**src/rtl/sd_decimator.sv**
```systemverilog
`default_nettype none
// ============================================================================
//  Module   : sd_decimator
//  Purpose  : 1-bit sigma-delta bitstream to 16-bit PCM decimator using a
//             second-order CIC (sinc^2) filter, decimation R = 2^LOG2R,
//             with saturating rescale to signed and offset-binary outputs.
//  Revision : 1.0  initial release
// ============================================================================
module sd_decimator #(
  parameter int LOG2R = 6
) (
  input  logic        clk,
  input  logic        rst,
  input  logic        bit_in,
  input  logic        bit_en,
  input  logic        clr,
  output logic [15:0] pcm,
  output logic [15:0] pcm_u,
  output logic        pcm_valid
);

  // Filter word width: enough to hold R^2 exactly, everything else wraps.
  localparam int W     = 2 * LOG2R + 1;
  localparam int SHIFT = 16 - 2 * LOG2R;
  // Mid-scale of the comb output (R^2 / 2), used to centre y around zero.
  localparam logic signed [17:0] HALF = 18'sd1 <<< (2 * LOG2R - 1);

  logic [W-1:0]     i1;
  logic [W-1:0]     i2;
  logic [W-1:0]     i1_next;
  logic [LOG2R-1:0] phase;
  logic             dec_point;
  logic             dec;

  logic [W-1:0]     i2_prev;
  logic [W-1:0]     c1;
  logic             s1_vld;
  logic [W-1:0]     c1_prev;
  logic [W-1:0]     y;
  logic             s2_vld;

  logic             warm_done;
  logic signed [17:0] centered;
  logic signed [17:0] scaled;
  logic [15:0]      sat;

  assign i1_next   = i1 + W'(bit_in);
  assign dec_point = bit_en && (phase == {LOG2R{1'b1}});

  // Integrators and decimation phase; frozen whenever bit_en is low.
  always_ff @(posedge clk or posedge rst) begin
    if (rst) begin
      i1    <= '0;
      i2    <= '0;
      phase <= '0;
      dec   <= 1'b0;
    end else if (clr) begin
      i1    <= '0;
      i2    <= '0;
      phase <= '0;
      dec   <= 1'b0;
    end else begin
      dec <= dec_point;
      if (bit_en) begin
        i1    <= i1_next;
        i2    <= i2 + i1_next;
        phase <= phase + LOG2R'(1);
      end
    end
  end

  // First comb stage: differentiate the second integrator at the low rate.
  always_ff @(posedge clk or posedge rst) begin
    if (rst) begin
      i2_prev <= '0;
      c1      <= '0;
      s1_vld  <= 1'b0;
    end else if (clr) begin
      i2_prev <= '0;
      c1      <= '0;
      s1_vld  <= 1'b0;
    end else begin
      s1_vld <= dec;
      if (dec) begin
        c1      <= i2 - i2_prev;
        i2_prev <= i2;
      end
    end
  end

  // Second comb stage: yields y in [0, R^2] once the filter has filled.
  always_ff @(posedge clk or posedge rst) begin
    if (rst) begin
      c1_prev <= '0;
      y       <= '0;
      s2_vld  <= 1'b0;
    end else if (clr) begin
      c1_prev <= '0;
      y       <= '0;
      s2_vld  <= 1'b0;
    end else begin
      s2_vld <= s1_vld;
      if (s1_vld) begin
        y       <= c1 - c1_prev;
        c1_prev <= c1;
      end
    end
  end

  // Centre, scale to 16-bit full range and clip; only y = R^2 can overflow.
  always_comb begin
    centered = $signed({{(18 - W){1'b0}}, y}) - HALF;
    scaled   = centered <<< SHIFT;
    if (scaled > 18'sd32767) begin
      sat = 16'h7FFF;
    end else if (scaled < -18'sd32768) begin
      sat = 16'h8000;
    end else begin
      sat = scaled[15:0];
    end
  end

  // Output register: first sample after reset/clr is a partial fill, drop it.
  always_ff @(posedge clk or posedge rst) begin
    if (rst) begin
      pcm       <= 16'h0000;
      pcm_valid <= 1'b0;
      warm_done <= 1'b0;
    end else if (clr) begin
      pcm_valid <= 1'b0;
      warm_done <= 1'b0;
    end else begin
      pcm_valid <= 1'b0;
      if (s2_vld) begin
        warm_done <= 1'b1;
        if (warm_done) begin
          pcm       <= sat;
          pcm_valid <= 1'b1;
        end
      end
    end
  end

  assign pcm_u = pcm ^ 16'h8000;

endmodule
`default_nettype wire

```
**config.mk**
```make
export PLATFORM = sky130hd
export DESIGN_NAME = sd_decimator
export DESIGN_NICKNAME = d
export VERILOG_FILES = /design/src/rtl/sd_decimator.sv
export SDC_FILE = /design/constraint.sdc
export NUM_CORES = 1
export LEC_CHECK = 0
export ABC_AREA = 1
export BUFFER_PORTS_ARGS = -buffer_cell sky130_fd_sc_hd__buf_2
export CAP_MARGIN = 20
export CORE_ASPECT_RATIO = 0.9
export CORE_UTILIZATION = 60
export DETAILED_ROUTE_END_ITERATION = 16
export PLACE_DENSITY = 0.79
export SYNTH_ARGS = -nofsm -noshare
export SYNTH_HDL_FRONTEND = slang
export SYNTH_SLANG_ARGS = --single-unit
```
**constraint.sdc**
```tcl
create_clock -name clk -period 4.4 [get_ports clk]
set_input_delay 0.66 -clock clk [delete_from_list [all_inputs] [get_ports clk]]
set_output_delay 0.66 -clock clk [all_outputs]
set_load 0.02 [all_outputs]
```
# Yosys cells after proc, flatten, opt, wreduce, memory -nomap -nowiden
# Cells that the tools add are included.
classes:
  n_bitwise: 2
  n_reduce_logical: 6
  muxes: 24
  eq_ne: 1
  addsub: 6
  magnitude_cmp: 2
ops:
  columns: ["operator", "n"]
  rows:
  - ["13-bit two-way mux", 12]
  - ["16-bit two-way mux", 2]
  - ["13-bit subtractor", 2]
  - ["18-bit by 16-bit > comparator with 1-bit output (second input constant)", 1]
  - ["18-bit by 16-bit less-than comparator with 1-bit output (second input constant)", 1]
  - ["13-bit by 12-bit subtractor with 14-bit output (second input constant)", 1]
  - ["13-bit by 1-bit adder with 13-bit output", 1]
  - ["13-bit adder", 1]
  - ["6-bit two-way mux", 2]
  - ["1-bit two-way mux", 8]
  - ["2-bit nonzero test", 4]
  - ["6-bit by 1-bit adder with 6-bit output (second input constant)", 1]
  - ["6-bit equality test (second input constant)", 1]
  - ["3-bit AND reduction", 1]
  - ["1-bit inverter", 2]
  - ["1-bit logical AND", 1]
totals:
  elab_cells: 54
  in_bits: 5
  reg_bits: 105

# Logic depth before layout (Yosys ltp)
# Gate-level depths: netlist (run 1).
depth:
  depth_word: 4
  mapped_depth: 19
  depth_no_buf: 19

# Least setup slack after synthesis (run 1)
# No wires, ideal clock.
synth_path:
  kind: "input-to-reg"
  start: "input port bit_in"
  end: "register i2[7]"
  setup_slack_ns: 1.885
  path_buffers: 0
  arrival_time_ns: 2.389
  cell_stages: 15
  required_time_ns: 4.274
  setup_ns: 0.126
  cell_sequence: "ha_1 -> nand2_1 -> nor2_4 -> nand2_2 -> nor2_2 -> xor2_1 -> inv_1 -> ha_1 -> nand2_1 -> nand2_1 -> o21bai_1 -> a21oi_1 -> nand2_1 -> nand2_1 -> o22ai_1"
synth_via:
  elab_chain_cells: 4
synth_lines:
  columns: ["element", "line_no", "source"]
  rows:
  - ["start: declaration", "14", "input logic bit_in,"]
  - ["13-bit by 1-bit adder with 13-bit output", "47", "assign i1_next = i1 + W'(bit_in);"]
  - ["13-bit adder", "66", "i2 <= i2 + i1_next;"]
  - ["13-bit two-way mux", "64", "if (bit_en) begin"]
  - ["13-bit two-way mux", "57", "end else if (clr) begin"]
  - ["end signal: assignment", "66", null]
  - ["end: declaration", "29", "logic [W-1:0] i2;"]
# No other way between the ends. The select of a mux whose other input is x is not followed.
# A chain may end at the register's enable or synchronous reset.

# Final worst setup path (run 1)
# Ends and elaborated chain as after synthesis.

==> run summary, run 1 <==
Post-route cell area -> 0.006523 mm²
Peak supply drop -> 260.7 µV
Synth unique cells -> 34
Crit path max-delay family -> simple AND/OR/NAND/NOR gates
Most frequent cell on the critical path -> nand2_1
Die Wd -> 108.4 µm
Final-report hold violation count -> 0
Most frequent cells in the layout -> 173 x nand2_1, 125 x inv_1, 102 x dfrtp_1
Worst-path clk slew -> 70 ps
PortBufs -> 37
WP buf/inv -> 2
Die area -> 0.01059 mm²
Vias in the first global route -> 4841
Htree depth -> 3
HP Class -> register to register
Post-detailed-route count of antenna-violating nets -> 0
Endpoint type of the worst setup path -> register
Leakage -> 3.412 nW
Crit path setup slack, layout -> 1880 ps
CP cell instances -> buf_2 > ha_1 > nand2_1 > nor2_4 > nand2_2 > nor2_2 > xor2_1 > inv_1 > ha_1 > nand2_1 > nand2_1 > o21bai_1 > a21oi_1 > nand2_1 > nand2_1 > o22ai_1
GRT Util Overall -> 26.87%
Num ports -> 38
Seq/Total Area, Yosys -> 41.77%
Period Utilization, post-route -> 57.28%
Worst Clk Skew -> 6.291 ps
Hold WS -> 473.2 ps
Syn nets -> 828
# DRC -> 0
Yosys warning count -> 0
Vias per cell -> 5.497
Total grt overflow -> 0
Share of cells above drive strength 1 -> 10.22%
Post-Route WL -> 12990 µm
Max Slew Vio Count -> 0
EDFF count, synth -> 0
# diodes -> 0
Top FF cell, synth -> dfrtp_1
Root buf cell -> clkbuf_16
Yosys reg bits -> 102
Largest net degree at the start of global routing -> 75
Worst-Skew Late Latency -> 350 ps
Slew @ Worst Pin -> 937.1 ps
Syn Std Cell Area -> 0.006111 mm²
Fmax achieved -> 396.8 MHz
Slew headroom -> 37.53%
CTS tree -> built
Asr flop ratio synth -> 100.0%
Setup Buffers After CTS -> 0
Crit path required time -> 4620 ps
Post-CTS sizing -> 0
Worst endpoint data arrival time -> 2740 ps
CP peak stage delay -> 330 ps
Via Count -> 5101
Final setup TNS -> 0 ps
Global-route wire length before repair -> 22490 µm
Initial antenna violation count -> 0
Filler cell count -> 821
Status -> completed
Cts hold-fix bufs -> 0
GP Congestion -> 0.9336
Most common cell after layout, fill and taps aside -> nand2_1
Initial Util -> 62.46%
RSZ-0062 raised after global routing -> no
Setup-failing EPs final -> 0
Area Overhead vs Synth -> 6.736%
Final #Nets -> 846
Hpwl dp -> 9730 µm
Syn_area_per_cell -> 7.834 µm²
Post-DP Area -> 0.006248 mm²
Die Span Y -> 97.74 µm
WL/cell -> 14.00 µm
Row count -> 34
Post-Place Setup Slack -> 1561 ps
Final critical-path required period -> 2520 ps
Clock sinks -> 102
Max FO, Critical Path -> 7
Floorplan core area -> 0.009784 mm²
DR pass1 iterations -> 6
PwrDens -> 283.4 mW/mm²
Synth Instances -> 780
Setup Crit Path Kind -> input pin to register
Slowest stage cell, crit path -> ha_1
Clock Path Buffers -> 2
DR iter-0 viols -> 290
CP Launch Type -> input pin
Tot Pwr -> 1.848 mW
Max-cap violation count -> 0
Number of buffers created by CTS -> 9
-- cell usage after synthesis, types with 7 or more instances --
cell        n  area [µm²]
nand4_1     8       50.05
nand3_1    46       230.2
nor2_1     55       206.5
inv_1     126       473.0
buf_2      10       50.05
o21ai_1    16       80.08
dfrtp_1   102        2552
ha_1       40       500.5
o21bai_1    7       52.55
a21oi_1    45       225.2
inv_2      10       37.54
o22ai_1    35       219.0
nand2_1   173       649.4
buf_4      19       142.6
o21ai_0    38       190.2
-- final timing paths --
check,cells after the start,slack [ps],from,end
max,16,1880,bit_in,i2[7]
min,1,470,y[11],pcm[15]
max reg2reg,15,1890,i1[0],i2[7]
min reg2reg,1,470,y[11],pcm[15]
max in group asynchronous,3,2990,rst,pcm[13]
min in group asynchronous,2,510,rst,c1_prev[5]
-- flip-flops by register name (all words and copies together), names as in the netlist --
name       cells
c1            13
c1_prev       13
i1            13
i2            13
i2_prev       13
pcm           13
y             13
phase          6
dec            1
pcm_valid      1
s1_vld         1
s2_vld         1
warm_done      1
-- cells by family (layout without fill, tap and decap cells) --
logic type	after synthesis	in the layout	share of synthesized area, %
fa+ha+maj	43	43	9.173
xor+xnor	8	8	1.146
flops	102	102	41.77
compound gates	156	156	14.54
simple gates	304	304	21.50
buf+inv	167	189	11.88
-- layer usage --
layer	vias up	share of wire (%)	track usage [%]
li1	2555	-	-
met4	0	1.1	7.173
met5	-	0	0
met2	113	45	42.09
met3	15	4.1	4.673
met1	2418	50	38.71
-- layout make-up --
type / instances / area (µm²) / share of cell area (%)
Multi-Input combinational cell: 511 / 2833 / 43.43
Clock inverter: 6 / 48.80 / 0.7481
Timing Repair Buffer: 38 / 192.7 / 2.954
Sequential cell: 102 / 2552 / 39.13
Tap cell: 126 / 157.7 / 2.417
Clock buffer: 9 / 225.2 / 3.453
Inverter: 136 / 513.0 / 7.865
-- stage by stage --
| stage | instances | utilization (%) |
|---|---|---|
| floorplan | 780 | - |
| global placement | 913 | 63.86 |
| detailed placement | 913 | 63.86 |
| CTS | 928 | 66.66 |
| global route | 928 | 66.66 |
| finish | 928 | 66.66 |
-- power breakdown --
group	switching (mW)	internal, mW
Sequential	0.0117	0.951
Combinational	0.103	0.0391
Clock	0.358	0.385
Power figures use the tool's default switching activity.
==> inputs of run 2 (changes only) <==
Settings changed: CORE_UTILIZATION 60 to 55, PLACE_DENSITY 0.79 to 0.76.
Clock period 4.4 ns to 2.15 ns, I/O delays scaled along.
==> run summary, run 2 (synthesis gave the netlist of run 1 again) <==
Die Wd -> 113.1 µm (+4.4%)
Endpoint type of the worst setup path -> register
Root buf cell -> clkbuf_16
Met3 wire len -> 788 µm (+46%)
Peak supply drop -> 421.4 µV (+62%)
Initial Util -> 56.53% (-5.9 points)
Period Utilization, post-route -> 112.1%
Post-Route WL -> 15010 µm (+16%)
Max FO, Critical Path -> 4 (-3)
Violated checks -> setup timing
Via Count -> 5385 (+5.6%)
Setup Crit Path Kind -> register to register
Worst endpoint data arrival time -> 2650 ps (-90 ps)
Row count -> 36 (+5.9%)
Uppermost layer routed -> met4
Area occupied by multi-input gates -> 0.003186 mm² (+12%)
DR WL met2 -> 7184 µm (+24%)
Final critical-path required period -> 2410 ps
Final-report hold violation count -> 0 (unchanged)
Metal-1 WL -> 6795 µm (+4.3%)
# DRC -> 0 (unchanged)
Leakage -> 3.686 nW (+8.0%)
DR pass1 iterations -> 5 (-1)
Htree depth -> 3 (unchanged)
Sequential cell area -> 0.002552 mm² (unchanged)
Slew headroom -> 63.17% (+26 points)
WL/cell -> 15.33 µm (+9.5%)
PwrDens -> 534.8 mW/mm² (+89%)
# diodes -> 0 (unchanged)
Area Overhead vs Synth -> 18.61%
Final #Nets -> 889 (+5.1%)
Number of buffers created by CTS -> 9 (unchanged)
Die Span Y -> 102.0 µm (+4.4%)
Global-route wire length before repair -> 23290 µm (+3.6%)
Crit path required time -> 2390 ps (-2230 ps)
Max-cap violation count -> 0 (unchanged)
Total grt overflow -> 0 (unchanged)
GRT Util Overall -> 25.77% (-1.1 points)
Vias per cell -> 5.501 (about the same)
Share of cells above drive strength 1 -> 22.46% (+12 points)
CTS tree -> built
Num ports -> 38 (unchanged)
Fmax achieved -> 414.9 MHz
Initial antenna violation count -> 0 (unchanged)
CP Launch Type -> register
Vias in the first global route -> 4971 (+2.7%)
Worst-Skew Late Latency -> 360 ps (about the same)
Worst Clk Skew -> 8.262 ps (+1.971 ps)
Worst-path clk slew -> 70 ps (about the same)
Slew @ Worst Pin -> 551.4 ps (-385.8 ps)
Clock Path Buffers -> 2 (unchanged)
Clock sinks -> 102 (unchanged)
Max Slew Vio Count -> 0 (unchanged)
Filler cell count -> 858 (+4.5%)
Post-detailed-route count of antenna-violating nets -> 0 (unchanged)
HP Class -> input pin to asynchronous set/reset pin
Post-Place Setup Slack -> -211.6 ps (-1772 ps)
Crit path setup slack, layout -> -260.1 ps (-2140 ps)
RSZ-0062 raised after global routing -> yes
Largest net degree at the start of global routing -> 44 (-41%)
Die area -> 0.01154 mm² (+8.9%)
Floorplan core area -> 0.01081 mm² (+10%)
DR iter-0 viols -> 306 (+5.5%)
Hpwl dp -> 10150 µm (+4.3%)
Most frequent cells in the layout -> 152 x nand2_1, 119 x inv_1, 102 x dfrtp_1
Setup-failing EPs final -> 8 (+8)
Final setup TNS -> -1590 ps (-1590 ps)
Most common cell after layout, fill and taps aside -> nand2_1
PortBufs -> 37 (unchanged)
Status -> complete, but fails checks
GP Congestion -> 0.9480 (+1.5%)
[run 2: cell count changes in the layout (fill, tap and decap cells not counted), sizes merged]
cell / previous run / this run
clkbuf: 9 / 10
clkinv: 3 / 0
buf: 38 / 81
inv: 137 / 139
clkinvlp: 2 / 3
[run 2: power breakdown]
| part | internal [mW] | switching (mW) | leakage (nW) |
|---|---|---|---|
| combinational | 0.0978 | 0.224 | 2.16 |
| sequential | 1.95 | 0.0263 | 1.39 |
| clock | 0.806 | 0.776 | 0.132 |
| total | 2.85 | 1.03 | 3.69 |
[run 2: worst paths after layout]
check	from	to	slack, ps	cells past startpoint
setup / recovery	i1[0]	i2[8]	-260	16
hold / removal	rst	i2_prev[10]	9	2
setup reg to reg	i1[0]	i2[8]	-260	16
hold reg to reg	y[11]	pcm[15]	470	1
max in group asynchronous	rst	pcm[11]	1560	3
min in group clk	bit_en	dec	330	3
[run 2: metal layers]
layer	global-route usage, %	vias to the layer above
li1	-	2646
met1	33.86	2559
met2	42.94	157
met3	6.465	23
met4	6.781	0
met5	0	-
[run 2: layout make-up]
class | instances | share of cell area [%]
clock buffers | 10 | 3.159
clock inverters | 6 | 0.7250
inverters | 136 | 7.095
multi-input cells | 511 | 43.95
flip-flops and latches | 102 | 35.21
well taps | 133 | 2.296
repair buffers | 81 | 7.561
[run 2: worst max-delay path, cell delays in order, from the launching register on]
cell,delay (ps)
dfrtp_1,400
ha_2,190
nand2_2,70
nor2_4,110
nand2_2,90
nor2_4,130
xor2_1,220
inv_1,110
ha_4,270
nand2_2,120
inv_1,50
nand2_1,90
nand2_2,70
a21oi_2,150
nand2_1,70
nand2_1,70
o22ai_1,70
[run 2: timing repair]
item | CTS | global route
pin swaps | 10 | 20
hold buffers | 0 | 0
setup buffers | 10 | 7
resized for setup | 34 | 50
setup endpoints to repair | 9 | 13
[run 2: metrics by stage]
step	utilization, %	power (mW)	instances	cell area, µm²	hold slack [ps]
6_report	67.05	3.877	979	7248	8.659
5_1_grt	67.05	4.020	979	7248	53.30
4_1_cts	64.95	3.901	972	7022	17.94
3_5_place_dp	60.05	2.321	946	6491	401.4
3_3_place_gp	60.05	2.313	946	6491	392.7
2_1_floorplan	-	2.245	780	6127	434.3
